<file path="config.mk">
export PLATFORM = sky130hd
export DESIGN_NAME = pulse_wave
export DESIGN_NICKNAME = d
export VERILOG_FILES = /design/src/rtl/pulse_wave.sv
export SDC_FILE = /design/constraint.sdc
export NUM_CORES = 1
export LEC_CHECK = 0
export CORE_AREA = 5 5 105 107
export DETAILED_ROUTE_END_ITERATION = 8
export DIE_AREA = 0 0 110 112
export PLACE_DENSITY = 0.79
export SLEW_MARGIN = 20
export SYNTH_ARGS = -nofsm -noshare
export SYNTH_HDL_FRONTEND = slang
export SYNTH_SLANG_ARGS = --single-unit
</file>
<file path="constraint.sdc">
create_clock -name clk48m -period 6.1 [get_ports clk48m]
set_input_delay 1.22 -clock clk48m [delete_from_list [all_inputs] [get_ports clk48m]]
set_output_delay 1.22 -clock clk48m [all_outputs]
set_load 0.1 [all_outputs]
</file>
<file path="src/rtl/pulse_wave.sv">
// rtl/pulse_wave.sv - bipolar pulse-wave tone source with glitch-free period/duty/amplitude updates
// Define PULSE_WAVE_DUTY_EN to enable the programmable duty cycle; otherwise a pure square wave.
module pulse_wave #(
  parameter int PERIOD_W = 19,
  parameter int DUTY_W   = 8,
  parameter int OUT_W    = 16
) (
  input  logic                clk48m,
  input  logic                rst,
  input  logic [PERIOD_W-1:0] period,
  input  logic [DUTY_W-1:0]   duty,
  input  logic [OUT_W-2:0]    amplitude,
  input  logic                sync,
  output logic [OUT_W-1:0]    value,
  output logic                wrap
);

  logic [PERIOD_W-1:0] per_q;
  logic [PERIOD_W-1:0] thr_q;
  logic [PERIOD_W-1:0] c;
  logic [PERIOD_W-1:0] c_next;
  logic [PERIOD_W-1:0] thr_raw;
  logic [PERIOD_W-1:0] thr_new;
  logic [OUT_W-2:0]    amp_q;
  logic [OUT_W-1:0]    amp_pos;
  logic                commit;

  assign c_next  = c + PERIOD_W'(1);
  assign amp_pos = {1'b0, amp_q};
  // per_q==0 (mute) commits every cycle, so the c==per_q-1 underflow never matters.
  assign commit  = (per_q == '0) || (c == per_q - PERIOD_W'(1)) || sync;

`ifdef PULSE_WAVE_DUTY_EN
  logic [PERIOD_W+DUTY_W-1:0] prod;

  assign prod    = {{DUTY_W{1'b0}}, period} * {{PERIOD_W{1'b0}}, duty};
  assign thr_raw = (duty != '0) ? prod[PERIOD_W+DUTY_W-1:DUTY_W] : (period >> 1);
`else
  logic unused_duty;

  assign unused_duty = ^duty;
  assign thr_raw     = period >> 1;
`endif

  // Phase 0 is always high, so a nonzero period needs at least one high cycle.
  assign thr_new = ((period != '0) && (thr_raw == '0)) ? PERIOD_W'(1) : thr_raw;

  always_ff @(posedge clk48m or posedge rst) begin
    if (rst) begin
      per_q <= '0;
      thr_q <= '0;
      amp_q <= '0;
      c     <= '0;
      value <= '0;
      wrap  <= 1'b0;
    end else if (commit) begin
      per_q <= period;
      amp_q <= amplitude;
      thr_q <= thr_new;
      c     <= '0;
      if (period == '0) begin
        value <= '0;
        wrap  <= 1'b0;
      end else begin
        value <= {1'b0, amplitude};
        wrap  <= 1'b1;
      end
    end else begin
      c     <= c_next;
      wrap  <= 1'b0;
      value <= (c_next < thr_q) ? amp_pos : -amp_pos;
    end
  end

endmodule

</file>
==> out/metrics.cfg <==
[clock_network]
clk_path_buf_depth = 2
htree_levels = 3
cts_root_buffer = clkbuf_8
ctsHoldBuffers = 0
clkTransAtPathRegs_ps = 90
cts_tree = yes
cts_buffers = 9
cts_resized = 0
clock_sinks = 88
cts_setup_buffers = 0
clock_latency_ps = 370

[sta]
setup_tns_ps = 0
setup_viol_count_final = 0
rsz0062_at_grt = false
maxSlewHeadroom = 0.3406
fmax_ghz = 0.2497
post-route-period-util = 0.6566
skew_ps = 8.457
final_hold_viol_count = 0
finalMaxSlewViolations = 0
holdWs_ps = 517.0
worst_slew_pin_slew_ps = 986.0
post-route-min-period_ps = 4005
setup_ws_ps = 2095

[synthesis]
syn-num-nets = 535
syn_area_per_cell_um2 = 11.35
yosys_register_bits = 88
synth_top_area_share = 0.4135
synth_commonest_cells = 88 x dfrtp_1, 50 x mux2_4, 31 x inv_1
ys_seq_area_frac = 0.4135
synth.largest_area_cell = dfrtp_1
synth-async-reset-ratio = 1.000
yosys-top-cells-area = dfrtp_1 41%, mux2_4 14%, ha_1 4.9%, xor2_1 4.8%, xnor2_1 3.9%
ys.flop_type = dfrtp_1
synth_edf_count = 0
synth.most_common_cell = dfrtp_1
ys_warn_count = 0
netlist-cell-type-count = 55
syn_inst = 469
netlist_area_um2 = 5325

[place]
dp_hpwl_mm = 8.300
dp.cells = 639
dpl_cell_area_um2 = 5859
portBuffers = 53
dp_slack_ps = 2190
routabilityCongestion = 0.8329

[cells_and_area]
seqCellArea_um2 = 2202
n_antenna_cell = 0
multi_input_area_um2 = 2824
layout-drive-gt1-share = 0.1522
nNetsFinal = 580
area_growth_pct = 13.67
stdcell_count = 655
fill_cells = 772
stdcell_area_um2 = 6053
fin_util = 0.6026

[die]
die_w_um = 110
core_area_um2 = 10050
initial_utilization = 0.5301
dieHeight_um = 112
ios = 62
dieArea_um2 = 12320
rows = 37

[detailed_routing]
drc = 0
wl_per_cell_um = 17.44
via_per_inst = 5.537
drt_iter0_drc = 213
ant_nets = 0
drt_first_pass_iters = 4
routed_wl_mm = 11.43
vias = 3627

[critical_path]
crit_family = simple AND/OR/NAND/NOR gates
cp.required_ps = 6350
arrival_ps = 4260
critPathSlowestCell = nand2_8
cp-end-kind = flop
cp_slowest_stage_delay_ps = 680
crit_fanout = 70
worstPathCellList = inv_1, ha_1, nor3b_2, nand3_1, or3_1, xnor2_1, nor3_1, nand4b_4, nand2_8, mux2_4
crit_type = reg -> reg
start_kind = flop
path_buf_inv = 1

[power_and_ir_drop]
seqPwrFrac = 0.487
p_total_mw = 1.394
power.internal_uw = 952.6
p_leak_nw = 2.893
peakVddDrop_mv = 0.1693
clock_power_share = 0.291
p_comb_frac = 0.222
p_per_area_nw_per_um2 = 230.3
switchingPower_uw = 441.7
swShare = 0.3168

[global_routing]
grt_overflow_total = 0
grt_pass1_vias = 4018
grtUsageTotal = 0.1998
grt_max_degree = 71
grt_pass1_wl_mm = 19.57
antenna_found_initial = 0

[flow_run]
cap_viol_max_count = 0

[min_path]
hold_path.class = reg -> reg

[status]
outcome = finished clean

final cells by class:
| class | instances | share of cell area |
|---|---|---|
| Clock buffer | 9 | 0.02046 |
| Tap cell | 136 | 0.02811 |
| Clock inverter | 7 | 0.01158 |
| Sequential cell | 88 | 0.3638 |
| Timing Repair Buffer | 55 | 0.09012 |
| Inverter | 31 | 0.01943 |
| Multi-Input combinational cell | 329 | 0.4665 |
registers in the layout, indices dropped and copies added, names as in the netlist:
signal,count
thr_q,18
wrap,1
c,19
per_q,19
value,16
amp_q,15
cells by family (layout without fill, tap and decap cells):
kind of cell | Yosys count | after routing | synth area share
compound gates | 50 | 50 | 0.06838
xor+xnor | 53 | 53 | 0.08717
fa+ha+maj | 21 | 21 | 0.04934
buf+inv | 52 | 102 | 0.05616
flops | 88 | 88 | 0.4135
mux | 66 | 66 | 0.1711
simple gates | 139 | 139 | 0.1544
cell usage in the layout, fill, tap and decap left out, drive strengths merged, types with 21 or more instances in the layout:
| master | Yosys | layout |
|---|---|---|
| dfrtp | 88 | 88 |
| nand2 | 31 | 31 |
| clkdlybuf4s50 | 0 | 53 |
| xnor2 | 24 | 24 |
| xor2 | 29 | 29 |
| mux2 | 50 | 50 |
| ha | 21 | 21 |
| and3 | 24 | 24 |
| inv | 31 | 31 |
power groups by stage:
stage | clock network (mW) | registers [mW] | logic (mW)
floorplan | 0 | 0.749 | 0.163
CTS | 0.413 | 0.678 | 0.312
global placement | 0 | 0.685 | 0.302
global route | 0.435 | 0.685 | 0.332
finish | 0.406 | 0.679 | 0.309
detailed placement | 0 | 0.688 | 0.309
routing by layer:
metal | global-route usage | vias up | wire, um
li1 | - | 1742 | -
met1 | 0.2587 | 1775 | 5018
met2 | 0.3297 | 91 | 5641
met3 | 0.02957 | 19 | 484
met4 | 0.08562 | 0 | 282
met5 | 0 | - | 0
worst paths after layout:
| check | to | slack [ps] | startpoint | cells after the start |
|---|---|---|---|---|
| worst max-delay path | per_q[17] | 2090 | per_q[0] | 10 |
| worst min-delay path | thr_q[6] | 520 | thr_q[6] | 1 |
| worst max register to register | per_q[17] | 2090 | per_q[0] | 10 |
| worst min register to register | thr_q[6] | 520 | thr_q[6] | 1 |
| max in group asynchronous | thr_q[4] | 3790 | rst | 3 |
| min in group asynchronous | value[4] | 1340 | rst | 2 |
No activity file was read; power rests on OpenSTA's default activity.
